## src/rtl/udma_smi_slave.sv

```systemverilog
// -----------------------------------------------------------------------------
// udma_smi_slave
//   PHY-side MDIO/SMI responder for Clause-22 frames. MDC/MDIO are oversampled
//   on clk_i. Each synced MDC rising edge produces one "bit" cycle. On that
//   cycle the synced MDIO is sampled and all outputs update.
//   Decodes preamble/ST/OP/PHYAD/REGAD/TA/DATA. Read data is driven back on
//   MDIO. Accesses are presented on a simple register-file port.
//
//   Optional build macro:
//     SMI_SLV_PREAMBLE_SUPPRESS_EN - in IDLE, accept ST after a single sampled 1
//                                    instead of PREAMBLE_LEN consecutive 1s.
//
// Ports:
//   clk_i, rstn_i         system clock (>= 4x MDC), async active-low reset
//   mdc_i, mdio_i         management clock / MDIO pad input (async to clk_i)
//   mdio_o, mdio_oe_o     MDIO output data / output enable
//   phy_addr_i            this device's PHY address (quasi-static)
//   reg_addr_o            register address of the current matched frame
//   reg_rd_o              1-cycle read strobe; reg_rd_data_i is combinational
//                         from reg_addr_o
//   reg_wr_o              1-cycle write strobe; reg_wr_data_o holds afterwards
//   frame_err_o           1-cycle pulse on malformed ST/OP
//   busy_o                high from the first ST bit until the return to IDLE
// -----------------------------------------------------------------------------
module udma_smi_slave #(
    parameter int SYNC_STAGES  = 2,
    parameter int PREAMBLE_LEN = 32
) (
    input  logic        clk_i,
    input  logic        rstn_i,
    input  logic        mdc_i,
    input  logic        mdio_i,
    output logic        mdio_o,
    output logic        mdio_oe_o,
    input  logic [4:0]  phy_addr_i,
    output logic [4:0]  reg_addr_o,
    output logic        reg_rd_o,
    input  logic [15:0] reg_rd_data_i,
    output logic        reg_wr_o,
    output logic [15:0] reg_wr_data_o,
    output logic        frame_err_o,
    output logic        busy_o
);

    localparam int              PW      = $clog2(PREAMBLE_LEN + 1);
    localparam logic [PW-1:0]   PRE_MAX = PW'(PREAMBLE_LEN);

    typedef enum logic [2:0] {
        S_IDLE, S_ST2, S_OP, S_PHYAD, S_REGAD, S_TA, S_DATA
    } state_t;

    // ---------------------------------------------------------------- sync
    logic [SYNC_STAGES-1:0] mdc_sync, mdio_sync;
    logic                   mdc_prev;
    logic                   bit_en, bit_val;

    always_ff @(posedge clk_i or negedge rstn_i) begin
        if (!rstn_i) begin
            mdc_sync  <= '0;
            mdio_sync <= '0;
            mdc_prev  <= 1'b0;
        end else begin
            mdc_sync  <= {mdc_sync[SYNC_STAGES-2:0], mdc_i};
            mdio_sync <= {mdio_sync[SYNC_STAGES-2:0], mdio_i};
            mdc_prev  <= mdc_sync[SYNC_STAGES-1];
        end
    end

    assign bit_en  = mdc_sync[SYNC_STAGES-1] & ~mdc_prev;
    assign bit_val = mdio_sync[SYNC_STAGES-1];

    // ---------------------------------------------------------------- state
    state_t        state_q, state_d;
    logic [PW-1:0] pcnt_q, pcnt_d;
    logic [3:0]    bcnt_q, bcnt_d;
    // One shift register serves OP/PHYAD/REGAD capture, write data in, and
    // read data out. These uses never overlap within a frame.
    logic [15:0]   sr_q, sr_d;
    logic          rd_op_q, rd_op_d;
    logic          match_q, match_d;
    logic [4:0]    reg_addr_d;
    logic          mdio_d, oe_d, rd_d, wr_d, err_d;
    logic [15:0]   wr_data_d;
    logic          start_ok;

`ifdef SMI_SLV_PREAMBLE_SUPPRESS_EN
    assign start_ok = (pcnt_q != '0);
`else
    assign start_ok = (pcnt_q == PRE_MAX);
`endif

    always_ff @(posedge clk_i or negedge rstn_i) begin
        if (!rstn_i) begin
            state_q       <= S_IDLE;
            pcnt_q        <= '0;
            bcnt_q        <= '0;
            sr_q          <= '0;
            rd_op_q       <= 1'b0;
            match_q       <= 1'b0;
            reg_addr_o    <= '0;
            mdio_o        <= 1'b0;
            mdio_oe_o     <= 1'b0;
            reg_rd_o      <= 1'b0;
            reg_wr_o      <= 1'b0;
            reg_wr_data_o <= '0;
            frame_err_o   <= 1'b0;
            busy_o        <= 1'b0;
        end else begin
            state_q       <= state_d;
            pcnt_q        <= pcnt_d;
            bcnt_q        <= bcnt_d;
            sr_q          <= sr_d;
            rd_op_q       <= rd_op_d;
            match_q       <= match_d;
            reg_addr_o    <= reg_addr_d;
            mdio_o        <= mdio_d;
            mdio_oe_o     <= oe_d;
            reg_rd_o      <= rd_d;
            reg_wr_o      <= wr_d;
            reg_wr_data_o <= wr_data_d;
            frame_err_o   <= err_d;
            busy_o        <= (state_d != S_IDLE);
        end
    end

    always_comb begin
        state_d    = state_q;
        pcnt_d     = pcnt_q;
        bcnt_d     = bcnt_q;
        sr_d       = sr_q;
        rd_op_d    = rd_op_q;
        match_d    = match_q;
        reg_addr_d = reg_addr_o;
        mdio_d     = mdio_o;
        oe_d       = mdio_oe_o;
        wr_data_d  = reg_wr_data_o;
        rd_d       = 1'b0;
        wr_d       = 1'b0;
        err_d      = 1'b0;

        if (bit_en) begin
            case (state_q)
                S_IDLE: begin
                    if (bit_val) begin
                        if (pcnt_q != PRE_MAX) pcnt_d = pcnt_q + 1'b1;
                    end else begin
                        pcnt_d = '0;
                        if (start_ok) state_d = S_ST2;
                    end
                end
                S_ST2: begin
                    bcnt_d = '0;
                    if (bit_val) begin
                        state_d = S_OP;
                    end else begin
                        err_d   = 1'b1;
                        state_d = S_IDLE;
                        pcnt_d  = '0;
                    end
                end
                S_OP: begin
                    if (bcnt_q == 4'd0) begin
                        sr_d   = {sr_q[14:0], bit_val};
                        bcnt_d = 4'd1;
                    end else begin
                        bcnt_d = '0;
                        case ({sr_q[0], bit_val})
                            2'b10: begin rd_op_d = 1'b1; state_d = S_PHYAD; end
                            2'b01: begin rd_op_d = 1'b0; state_d = S_PHYAD; end
                            default: begin
                                err_d   = 1'b1;
                                state_d = S_IDLE;
                                pcnt_d  = '0;
                            end
                        endcase
                    end
                end
                S_PHYAD: begin
                    sr_d = {sr_q[14:0], bit_val};
                    if (bcnt_q == 4'd4) begin
                        match_d = ({sr_q[3:0], bit_val} == phy_addr_i);
                        state_d = S_REGAD;
                        bcnt_d  = '0;
                    end else begin
                        bcnt_d = bcnt_q + 4'd1;
                    end
                end
                S_REGAD: begin
                    sr_d = {sr_q[14:0], bit_val};
                    if (bcnt_q == 4'd4) begin
                        if (match_q) reg_addr_d = {sr_q[3:0], bit_val};
                        state_d = S_TA;
                        bcnt_d  = '0;
                    end else begin
                        bcnt_d = bcnt_q + 4'd1;
                    end
                end
                S_TA: begin
                    // Read data is latched on TA1, so reg_rd_data_i only has
                    // to be valid for the address registered one bit earlier.
                    if (rd_op_q && match_q) begin
                        if (bcnt_q == 4'd0) begin
                            rd_d   = 1'b1;
                            sr_d   = reg_rd_data_i;
                            oe_d   = 1'b1;
                            mdio_d = 1'b0;
                        end else begin
                            mdio_d = sr_q[15];
                            sr_d   = {sr_q[14:0], 1'b0};
                        end
                    end
                    if (bcnt_q == 4'd0) begin
                        bcnt_d = 4'd1;
                    end else begin
                        bcnt_d  = '0;
                        state_d = S_DATA;
                    end
                end
                S_DATA: begin
                    // bcnt_q counts data slots 1..16 as 0..15.
                    if (rd_op_q) begin
                        if (match_q) begin
                            if (bcnt_q == 4'd15) begin
                                oe_d   = 1'b0;
                                mdio_d = 1'b0;
                            end else begin
                                mdio_d = sr_q[15];
                                sr_d   = {sr_q[14:0], 1'b0};
                            end
                        end
                    end else begin
                        sr_d = {sr_q[14:0], bit_val};
                        if (bcnt_q == 4'd15 && match_q) begin
                            wr_data_d = {sr_q[14:0], bit_val};
                            wr_d      = 1'b1;
                        end
                    end
                    if (bcnt_q == 4'd15) begin
                        state_d = S_IDLE;
                        pcnt_d  = '0;
                        bcnt_d  = '0;
                    end else begin
                        bcnt_d = bcnt_q + 4'd1;
                    end
                end
                default: state_d = S_IDLE;
            endcase
        end
    end

endmodule
```

## config.mk

```make
export PLATFORM = sky130hd
export DESIGN_NAME = udma_smi_slave
export DESIGN_NICKNAME = d
export VERILOG_FILES = /design/src/rtl/udma_smi_slave.sv
export SDC_FILE = /design/constraint.sdc
export NUM_CORES = 1
export LEC_CHECK = 0
export ABC_AREA = 0
export BUFFER_PORTS_ARGS = -buffer_cell sky130_fd_sc_hd__buf_4
export CORE_MARGIN = 5
export CORE_UTILIZATION = 38
export DETAILED_ROUTE_END_ITERATION = 10
export HOLD_SLACK_MARGIN = 0.02
export PLACE_DENSITY_LB_ADDON = 0.12
export RECOVER_POWER = 50
export SLEW_MARGIN = 5
export SYNTH_ARGS = -nofsm -noshare
export SYNTH_HDL_FRONTEND = slang
export SYNTH_SLANG_ARGS = --single-unit
```

## constraint.sdc

```tcl
create_clock -name clk_i -period 2.5 [get_ports clk_i]
set_input_delay 0.625 -clock clk_i [delete_from_list [all_inputs] [get_ports clk_i]]
set_output_delay 0.625 -clock clk_i [all_outputs]
set_load 0.02 [all_outputs]
```

==> impl_results.rst <==
.. list-table::
   :header-rows: 1

   * - Metric
     - Value
   * - Total gr overflow
     - 0
   * - Time the final worst path needs with I/O delays and setup
     - between 2000 and 2500 ps
   * - Required time at the endpoint of the critical path
     - 2720 ps
   * - DR WL/cell
     - 16.4 µm
   * - Crit. Startpoint
     - bcnt_q[1]$_DFFE_PN0P_
   * - Total clock buffers created by CTS
     - 9
   * - Dominant cells by area after synthesis
     - dfrtp_1, mux2_2, mux2_4
   * - Critical register-to-register path startpoint
     - bcnt_q[1]$_DFFE_PN0P_
   * - Max-cap viol count
     - 1
   * - Area added between synthesis and finish
     - 19.1%
   * - Die outline height
     - approximately 100 µm
   * - GRT Resource Usage Total
     - between 10% and 20%
   * - Highest Clock Rate
     - roughly 450 MHz
   * - Number of enable-type register cells in the synthesized netlist
     - 0
   * - Nets
     - between 300 and 400
   * - Pin count of the biggest net entering global routing
     - 64
   * - Routed via count
     - about 2400
   * - Post-layout utilization of the core
     - 46.4%
   * - Cell accounting for the most synthesized area
     - dfrtp_1
   * - CP Data Arrival Time
     - between 2000 and 2500 ps
   * - Area of the die
     - between 0.01 and 0.015 mm²
   * - Antenna violations before repair
     - 0
   * - Sequential cell area fraction in the yosys report
     - between 40% and 50%
   * - Fraction of layout cells with a size suffix above 1
     - a little under two fifths
   * - Share of Yosys cell area claimed by the top area cell type
     - ~47%
   * - Diodes inserted
     - 0
   * - Final count of pins violating max slew
     - 64
   * - # port buffers
     - 51
   * - Type of origin of the critical path
     - flop
   * - DRC viols
     - 0
   * - Detailed Routing Iterations Pass 1
     - 4
   * - Endpoint of the worst setup timing path
     - sr_q[15]$_DFFE_PN0P_
   * - Rel. slew slack
     - -8.62%
   * - Violated checks
     - capacitance limit, slew limit
   * - Part of the cycle the worst path needs
     - between 80% and 90%
   * - Peak supply drop
     - roughly 0.32 mV
   * - Flops & latches, synth
     - between 60 and 70
   * - Critical path peak fanout
     - 16
   * - Yosys warning total
     - 0
   * - Critical register-to-register path endpoint
     - sr_q[15]$_DFFE_PN0P_
   * - Total wire length
     - between 7000 and 8000 µm
   * - Total half-perimeter wirelength after legalization and detailed placement
     - just over 5000 µm
   * - LEAKAGE
     - approximately 0.0020 µW
   * - Total number of H-tree levels
     - 3
   * - Share of async-settable or async-resettable flops after synthesis
     - 100%
   * - Most repeated cell in the gate-level netlist after synthesis
     - dfrtp_1
   * - Antenna-violating nets left
     - 0
   * - Post-CTS Hold Fix Bufs
     - 0
   * - Type of destination of the critical path
     - flop
   * - Synth top cells by count
     - dfrtp_1, mux2_2, mux2_4
   * - Final RePlAce weighted congestion
     - between 0.8 and 0.9
   * - Final cell area excluding filler cells
     - about 0.004 mm²
   * - Post-CTS repair timing setup buffer count
     - 0
   * - Power per cell area
     - 539 mW/mm²
   * - Clock tree root buffer cell
     - clkbuf_8
   * - Number of design-rule violations left by the first detailed-router iteration
     - 121
   * - Clock tree from TritonCTS
     - yes
   * - Mapped Avg Cell Area
     - about 12 µm²
   * - Worst Reg2Reg Path Length in Cells
     - 7
   * - Setup slack of the worst register-to-register path
     - approximately 300 ps
   * - Placed Area
     - between 0.003 and 0.004 mm²
   * - Initial standard-cell utilization of the core
     - 39.0%
   * - Clock sink count
     - 63
   * - Number of library cell types mapped by synthesis
     - 59
   * - Global-route wire length before repair
     - approximately 12000 µm
   * - Placeable core region
     - roughly 0.0087 mm²
   * - RSZ-0062 raised after global routing
     - no
   * - Worst clock skew
     - around 12 ps
   * - Type of the worst setup path
     - flop to flop
   * - Final Hold Fails
     - 0
   * - Resize count post-CTS
     - 0
   * - Vias in the first global route
     - about 2400
   * - Number of cells in the design after placement
     - roughly 430
   * - Non-filler cells, final
     - roughly 450
   * - Clock Latency Late Sink
     - approximately 340 ps
   * - Ports
     - between 50 and 60
   * - Tightest Hold Check Type
     - flop to flop
   * - Post-Synthesis Cell Area
     - between 0.003 and 0.004 mm²
   * - Transition at the pin with the smallest max-transition slack
     - around 1600 ps
   * - Status
     - complete, but fails checks
   * - Ys flop type
     - dfrtp_1
   * - Post-CTS clock slew at the launch and capture registers of the worst setup and hold paths
     - about 80 ps
   * - Final number of setup-violating endpoints
     - 0
   * - Row cnt
     - 34
   * - Post-Syn Nets
     - 313
   * - Post-Route Setup TNS
     - 0 ps
   * - Detail-routed via count per cell
     - ~5.3
   * - Cell count after synthesis
     - approximately 280
   * - Buffer depth of the longest clock path
     - 2
   * - Die extent in x
     - 104 µm
-- per-layer routing --
| metal | vias up | part of all wire, % | track usage, % | wire, µm |
|---|---|---|---|---|
| met5 | - | 0 | 0 | 0 |
| met4 | 0 | 1.2 | 4.53 | 85 |
| met3 | 9 | 5.5 | 4.78 | 401 |
| met2 | 53 | 44 | 18.8 | 3230 |
| met1 | 1176 | 49 | 19.4 | 3610 |
| li1 | 1145 | - | - | - |
-- where the power goes --
group          leakage, µW  internal (µW)  switching, µW  total (µW)
clock            0.0000989            491            440         931
combinational      0.00103           77.4           74.4         152
sequential        0.000848           1050           38.0        1090
-- worst max-delay path, stage by stage, from the launching register on --
cell and delay [ps]:
dfrtp_1 440, inv_1 70, ha_1 210, nor3b_2 250, o21ai_1 130, a2111oi_4 420
buf_12 220, mux2_2 340
-- registers in the layout, indices dropped and copies added, names as in the netlist --
register,cells
bcnt_q,4
mdc_prev,1
mdio_o,1
mdio_oe_o,1
reg_rd_o,1
reg_wr_data_o,16
busy_o,1
reg_wr_o,1
frame_err_o,1
match_q,1
mdio_sync,2
pcnt_q,6
sr_q,16
rd_op_q,1
state_q,3
mdc_sync,2
reg_addr_o,5
-- cell type report --
| class | instances | area, µm² |
|---|---|---|
| multi-input combinational | 188 | 1640 |
| tap | 108 | 135 |
| inverter | 13 | 48.8 |
| timing repair buffer | 59 | 427 |
| clock inverter | 6 | 67.6 |
| clock buffer | 10 | 138 |
| sequential | 63 | 1580 |
| fill | 838 | 4650 |
-- layout by cell type, fill, tap and decap left out, types with 4 or more instances in the layout --
cell type	netlist	final
dfrtp_1	63	63
and3b_1	4	4
buf_4	3	48
mux2i_1	5	5
clkbuf_8	0	10
and3_1	8	8
nand4_1	4	4
mux2_2	33	33
a211o_1	4	4
mux2_4	19	19
a221o_1	4	4
clkbuf_1	4	7
nand2_1	14	14
nor2b_1	4	4
nor2_1	7	7
a21oi_1	4	4
o21ai_0	7	7
ha_1	5	5
nor3_1	7	7
inv_1	13	13
-- metrics by stage --
stage | total power (µW) | hold WS (ps) | setup WS, ps
final | 2170 | 350 | 299
after global routing | 2270 | 368 | 180
after CTS | 2200 | 353 | 300
after detailed placement | 1270 | 336 | 320
after global placement | 1260 | 335 | 348
after floorplan | 1190 | 329 | 268
-- logic make-up after synthesis --
kind of cell / synth area share (%)
and+or+nand+nor: 13.1
DFF: 46.6
muxes: 20.9
AOI/OAI and AO/OA: 11.0
buffers and inverters: 4.99
xor gates and xnor gates: 1.55
adders and majority gates: 1.85
-- worst min path at each step --
| stage | from | slack [ps] | end | cells past startpoint |
|---|---|---|---|---|
| after floorplan | rstn_i | 330 | bcnt_q[0]$_DFFE_PN0P_ | 0 |
| after global placement | mdio_sync[0]$_DFF_PN0_ | 330 | mdio_sync[1]$_DFF_PN0_ | 0 |
| after detailed placement | mdc_sync[0]$_DFF_PN0_ | 340 | mdc_sync[1]$_DFF_PN0_ | 0 |
| after CTS | mdc_sync[0]$_DFF_PN0_ | 350 | mdc_sync[1]$_DFF_PN0_ | 0 |
| after global routing | mdc_sync[0]$_DFF_PN0_ | 370 | mdc_sync[1]$_DFF_PN0_ | 0 |
| final | mdc_sync[0]$_DFF_PN0_ | 350 | mdc_sync[1]$_DFF_PN0_ | 0 |
Power figures use the tool's default switching activity.
